File: config.mk
export PLATFORM = sky130hd
export DESIGN_NAME = counter_countdown
export DESIGN_NICKNAME = d
export VERILOG_FILES = /design/src/rtl/counter_countdown.sv
export SDC_FILE = /design/constraint.sdc
export NUM_CORES = 1
export LEC_CHECK = 0
export BUFFER_PORTS_ARGS = -buffer_cell sky130_fd_sc_hd__clkbuf_2
export CAP_MARGIN = 20
export CORE_AREA = 3 3 40 42
export CTS_CLUSTER_DIAMETER = 120
export CTS_CLUSTER_SIZE = 28
export DETAILED_ROUTE_END_ITERATION = 8
export DIE_AREA = 0 0 43 45
export MAX_ROUTING_LAYER = met4
export PLACE_DENSITY_LB_ADDON = 0.3
export SKIP_LAST_GASP = 1
export SLEW_MARGIN = 40
export SYNTH_ARGS = -nofsm -noshare
export SYNTH_HDL_FRONTEND = slang
export SYNTH_SLANG_ARGS = --single-unit
File: constraint.sdc
create_clock -name clock -period 3.1 [get_ports clock]
set_input_delay 0.62 -clock clock [delete_from_list [all_inputs] [get_ports clock]]
set_output_delay 0.62 -clock clock [all_outputs]
set_load 0.01 [all_outputs]
File: src/rtl/counter_countdown.sv
// ---------------------------------------------------------------------------
// counter_countdown
//
// Loadable down-counter (timer). A load captures d (saturated to MAX) into
// both the live count and the reload register. While running, each enabled
// cycle decrements the count. When the count expires, a one-cycle,
// registered terminal-count pulse (tc) is produced.
//
//   one-shot : q goes 1 -> 0. tc is high in the cycle that shows q=0. The
//              state passes through EXPIRE for that cycle, then to IDLE.
//   periodic : q goes 1 -> reload. tc is high in the cycle that shows the
//              reloaded value. The state stays in RUN, so q never reads 0.
//
// A load has priority over every other input in every state, and it
// suppresses tc in the cycle it is accepted.
//
// Optional build macro: COUNTER_COUNTDOWN_STICKY_EN
//   When it is defined, the macro adds an `expired` output. The flag is set
//   whenever tc is issued and stays set until reset or the next accepted
//   load, so a slow consumer can still see an expiry after the tc pulse.
// ---------------------------------------------------------------------------
module counter_countdown #(
  parameter int MAX   = 12,
  parameter int WIDTH = $clog2(MAX + 1)
) (
  input  logic             clock,
  input  logic             reset_n,
  input  logic [WIDTH-1:0] d,
  input  logic             load,
  input  logic             enable,
  input  logic             periodic,
  output logic [WIDTH-1:0] q,
  output logic             tc,
`ifdef COUNTER_COUNTDOWN_STICKY_EN
  output logic             expired,
`endif
  output logic             busy
);

  typedef enum logic [1:0] {
    IDLE   = 2'd0,
    RUN    = 2'd1,
    EXPIRE = 2'd2
  } state_t;

  localparam logic [WIDTH-1:0] MAX_W = WIDTH'(MAX);
  localparam logic [WIDTH-1:0] ONE_W = WIDTH'(1);
  localparam logic [WIDTH-1:0] ZERO_W = '0;

  state_t           state, state_nxt;
  logic [WIDTH-1:0] reload, reload_nxt;
  logic [WIDTH-1:0] q_nxt;
  logic             tc_nxt;
  logic             busy_nxt;
  logic [WIDTH-1:0] ld;

  // Saturate the load value to MAX; the comparison is unsigned.
  always_comb begin
    ld = (d > MAX_W) ? MAX_W : d;
  end

  // Next-state, next-count and terminal-count decode.
  // NOTE: every output of this block gets a default first, so no path leaves
  // a signal unassigned and no latch is inferred.
  always_comb begin
    state_nxt  = state;
    q_nxt      = q;
    reload_nxt = reload;
    tc_nxt     = 1'b0;

    if (load) begin
      // A load wins over everything, including a coincident expiry.
      q_nxt      = ld;
      reload_nxt = ld;
      state_nxt  = (ld != ZERO_W) ? RUN : IDLE;
    end else begin
      unique case (state)
        IDLE: begin
          // The count holds and enable is ignored.
        end

        RUN: begin
          if (enable) begin
            if (q > ONE_W) begin
              q_nxt = q - ONE_W;
            end else if (q == ONE_W) begin
              tc_nxt = 1'b1;
              if (periodic) begin
                q_nxt = reload;
              end else begin
                q_nxt     = ZERO_W;
                state_nxt = EXPIRE;
              end
            end else begin
              // q==0 cannot occur in RUN; leave quietly rather than underflow.
              state_nxt = IDLE;
            end
          end
        end

        EXPIRE: begin
          // The single cycle showing q=0 and tc=1 is over; go back to idle.
          state_nxt = IDLE;
        end

        default: begin
          state_nxt = IDLE;
        end
      endcase
    end

    busy_nxt = (state_nxt == RUN);
  end

  // State, count, reload and registered outputs.
  // NOTE: sequential state uses non-blocking assignments, so every register
  // samples values from before the edge, whatever order the statements run in.
  always_ff @(posedge clock or negedge reset_n) begin
    if (!reset_n) begin
      state  <= IDLE;
      q      <= '0;
      reload <= '0;
      tc     <= 1'b0;
      busy   <= 1'b0;
    end else begin
      state  <= state_nxt;
      q      <= q_nxt;
      reload <= reload_nxt;
      tc     <= tc_nxt;
      busy   <= busy_nxt;
    end
  end

`ifdef COUNTER_COUNTDOWN_STICKY_EN
  // Sticky expiry flag: set whenever tc is issued, cleared by a load.
  always_ff @(posedge clock or negedge reset_n) begin
    if (!reset_n) begin
      expired <= 1'b0;
    end else if (tc_nxt) begin
      expired <= 1'b1;
    end else if (load) begin
      expired <= 1'b0;
    end
  end
`endif

endmodule

## Word level (Yosys, flattened, before mapping)

Index checks and enable logic that the tools add are counted.
W data, S select, Z words.

| word-level totals | value |
|---|---|
| register bits | 12 |
| latch bits | 0 |
| RAM bits | 0 |
| memory bits (read-only) | 0 |
| bits of input ports | 9 |
| output and inout bits | 6 |
| logic and storage cells | 36 |
| memories | 0 |

| cells by class | value |
|---|---|
| add/subtract/negate cells | 1 |
| $mul | 0 |
| div/mod/pow operators | 0 |
| magnitude comparators | 2 |
| equal/unequal tests | 3 |
| shifts and indexed selects | 0 |
| multiplexer cells | 19 |
| bitwise operators | 0 |
| reductions and logical operators | 6 |

Operators with widths:

| kind | count |
|---|---|
| $mux W4 | 7 |
| $mux W2 | 5 |
| $mux W1 | 6 |
| $eq A2 B1 Y1 const B | 2 |
| $eq A4 B1 Y1 const B | 1 |
| $gt A4 B1 Y1 const B | 1 |
| $gt A4 B4 Y1 const B | 1 |
| $pmux W2 S2 | 1 |
| $reduce_bool A2 Y1 | 2 |
| $reduce_bool A4 Y1 | 1 |
| $sub A4 B1 Y4 const B | 1 |
| $reduce_and A3 Y1 | 1 |
| $reduce_bool A3 Y1 | 1 |
| $logic_not A2 Y1 | 1 |

## Logic depth before layout (Yosys ltp)

| depth | value |
|---|---|
| depth in word-level cells | 7 |
| gate-level depth with buffers | 6 |
| depth with buffers taken out | 6 |

## Worst setup path after synthesis

OpenSTA, ideal clock, no wires.

| path | value |
|---|---|
| kind | reg2reg |
| start point | register q[0] |
| end point | register q[3] |
| library setup time | 66 ps |
| arrival time | 1,512 ps |
| required time | 3,034 ps |
| slack | 1,522 ps |
| stages on the path, launching flop included | 7 |
| buffers on the path | 0 |
| period minus slack after synthesis | 1,578 ps |
| cell sequence | dfrtp_1 -> inv_1 -> ha_1 -> nor2_2 -> o41ai_1 -> o22a_1 -> o32a_1 |

| between the ends | value |
|---|---|
| word-level cells in the longest chain between the ends | 5 |
| elaborated cells on any way between the ends | 9 |
| classes of those cells | add/sub (1); order compare (1); eq/ne (1); mux (4); reduce/logical (2) |

Ends and longest elaborated chain:

| item | RTL line | text |
|---|---|---|
| from (decl) | 32 | `output logic [WIDTH-1:0] q,` |
| from (signal assigned) | 127 | `q <= q_nxt;` |
| $sub A4 B1 Y4 / $gt A4 B1 Y1 (equally long branches) | 85, 84 |  |
| $mux W4 | 84 | `if (q > ONE_W) begin` |
| $mux W4 | 83 | `if (enable) begin` |
| $mux W4 | 77 | `unique case (state)` |
| $mux W4 | 71 | `if (load) begin` |

Several ways; a longest one is shown, not always the timed one. The select of a mux whose other input is x is not followed.
A chain may end at the register's enable or synchronous reset.

## Worst setup path in the final report

Same ends and word-level chain as after synthesis.

==> flow_metrics.env <==
export IMPL_ys_seq_elements=12
export IMPL_fin_tns_setup_ps=0
export IMPL_initial_core_util_pct=52.58
export IMPL_syn_avg_cell_area_um2=9.516
export IMPL_final_common_cell="clkbuf_2"
export IMPL_final_cell_mix="clkbuf_2, dfrtp_1, inv_1"
export IMPL_wire_per_inst_um=14.77
export IMPL_path_clk_slew_ps=80
export IMPL_dieArea_mm2=0.001935
export IMPL_yosysSeqAreaShare_pct=44.44
export IMPL_synth_nets=82
export IMPL_gr_total_overflow=0
export IMPL_fmax_ghz=0.5893
export IMPL_multi_input_area_um2=334.1
export IMPL_period_needed_ps=1697
export IMPL_cts_hold_buf=0
export IMPL_finalCritPeriodShare_pct=54.74
export IMPL_dr_total_vias=593
export IMPL_worstReg2RegEnd="q[3]"
export IMPL_outcome="complete, no violations"
export IMPL_power_uw=438.5
export IMPL_wl_met2_um=741
export IMPL_power_leakage_uw=0.0003687
export IMPL_tightest_slew_ps=409.8
export IMPL_syn_cell_area_um2=675.6
export IMPL_nFillCells=116
export IMPL_fin_worst_skew_ps=4.370
export IMPL_yosys_warnings=0
export IMPL_cp_max_fo=6
export IMPL_crit_chain="inv_1, ha_1, nor2_2, nor3_1, a211oi_1, o32a_1"
export IMPL_cts_buffers_inserted=3
export IMPL_num_rows=13
export IMPL_met1Wirelength_um=642
export IMPL_cts_tree="yes"
export IMPL_post_route_drc_count=0
export IMPL_ios=15
export IMPL_synth_top_area_cell="dfrtp_1"
export IMPL_post_cts_resized=0
export IMPL_grt_usage_pct=17.61
export IMPL_slowest_delay_ps=440
export IMPL_postCtsSetupBuffers=0
export IMPL_r2r_slack_ps=1400
export IMPL_synth_cells=71
export IMPL_final_setup_viol_count=0
export IMPL_rsz0062_at_grt="false"
export IMPL_drtPass1Iterations=4
export IMPL_grt_max_degree=23
export IMPL_ys_top_cells_by_area="dfrtp_1, inv_1, nand3b_1, ha_1, a31oi_4"
export IMPL_yosys_area_top_type_share_pct=44.44
export IMPL_synth_cell_types=28
export IMPL_r2r_start="q[0]"
export IMPL_antenna_found_initial=0
export IMPL_drt_iter0_drc=17
export IMPL_top_layer="met4"
export IMPL_post_place_ws_ps=1256
export IMPL_start_kind="flop"
export IMPL_portBuffers=14
export IMPL_arrival_ps=1860
export IMPL_clockRootBuffer="clkbuf_4"
export IMPL_drv_slew=0
export IMPL_die_x_um=43
export IMPL_design_core_area_mm2=0.001285
export IMPL_area_growth_pct=15.37
export IMPL_ant_nets=0
export IMPL_final_nets=99
export IMPL_h_tree_depth=1
export IMPL_place_gp_congestion=0.7869
export IMPL_cpMaxStageDelayCell="dfrtp_1"
export IMPL_finalCoreUtilization_pct=60.66
export IMPL_cp_required_ps=3270
export IMPL_ir_worst_vdd_uv=297.5
export IMPL_clk_path_buf_depth=2
export IMPL_wl_um=1492
export IMPL_grt_pass1_vias=528
export IMPL_die_h_um=45
export IMPL_endpoint_kind="flop"
export IMPL_maxCapViolCount=0
export IMPL_maxSlewHeadroom_pct=72.33
export IMPL_vias_per_cell=5.871
export IMPL_clock_sinks=12
export IMPL_antenna_cells=0
export IMPL_path_class="reg -> reg"
export IMPL_route_met3_wl_um=76
export IMPL_grt_pass1_wl_um=2339
export IMPL_hp_class="in -> async"
export IMPL_seqCellArea_um2=300.3
export IMPL_insertion_delay_ps=280
export IMPL_setup_slack_ps=1403
export IMPL_reg2regPathDepth=6
export IMPL_hold_viol=0
export IMPL_power_density_mw_per_mm2=562.5
export IMPL_drive_above_1_share_pct=23.26
export IMPL_hpwl_um=1121
==> critical path: cells and delay by family, from the launching register on <==
family          cells  cell delay (ps)
flops               1              440
buf+inv             1               80
compound gates      2              390
simple gates        2              400
fa+ha+maj           1              280
==> layout make-up <==
cell class	instances	area share, %
inverters	9	4.334
clock buffers	3	2.889
flip-flops and latches	12	38.52
well taps	15	2.408
multi-input cells	48	42.86
repair buffers	14	8.989
==> worst max-delay path by stage <==
stage	from	cells after the start	end	slack (ps)
6_report	q[0]	6	q[3]	1400
3_5_place_dp	load	5	q[3]	1260
3_3_place_gp	load	5	q[3]	1320
2_1_floorplan	q[0]	6	q[3]	1520
5_1_grt	q[0]	6	busy	1270
4_1_cts	q[0]	6	q[3]	1380
==> power breakdown <==
part | internal, µW | switching (µW) | leakage, µW
logic | 59.2 | 78.7 | 0.000207
registers | 176 | 27.0 | 0.000148
clock network | 45.1 | 53.0 | 0.0000138
total | 280 | 159 | 0.000369
==> per-stage QoR <==
step,hold slack [ps],cells,cell area [µm²]
3_3_place_gp,517.5,98,757.0
5_1_grt,225.4,101,779.5
6_report,216.2,101,779.5
3_5_place_dp,524.4,98,757.0
2_1_floorplan,324.4,71,675.6
4_1_cts,228.8,101,779.5
==> sequential cells by signal, indices dropped and copies added (netlist names) <==
name,cells
state,2
q,4
tc,1
busy,1
reload,4
==> routing by layer <==
layer / track usage (%) / up-vias
met3: 5.976 / 5
met2: 29.94 / 18
met4: 7.229 / 0
li1: - / 294
met5: - / -
met1: 18.94 / 276
==> synthesized netlist by cell type <==
library cell   n
dfrtp_1       12
inv_1          9
nand2_1        4
nand3_1        4
nand3b_1       4
nor3_1         4
o21ai_0        4
nor2_1         3
o21ai_1        3
clkbuf_1       2
ha_1           2
o22a_1         2
o32a_1         2
o41ai_1        2
a211o_1        1
a211oi_1       1
a21oi_1        1
a311o_1        1
a31oi_1        1
a31oi_4        1
and2_1         1
and3_1         1
nand4b_1       1
nor2_2         1
nor2_4         1
o211a_1        1
o21bai_1       1
o31ai_1        1
==> kinds of logic (layout without fill, tap and decap cells) <==
kind of cell | count (synthesis) | in the layout | synth area share, %
buffers and inverters | 11 | 26 | 6.111
and+or+nand+nor | 24 | 24 | 20.00
DFF | 12 | 12 | 44.44
AOI/OAI and AO/OA | 22 | 22 | 25.74
adders and majority gates | 2 | 2 | 3.703
No activity file was read; power rests on OpenSTA's default activity.
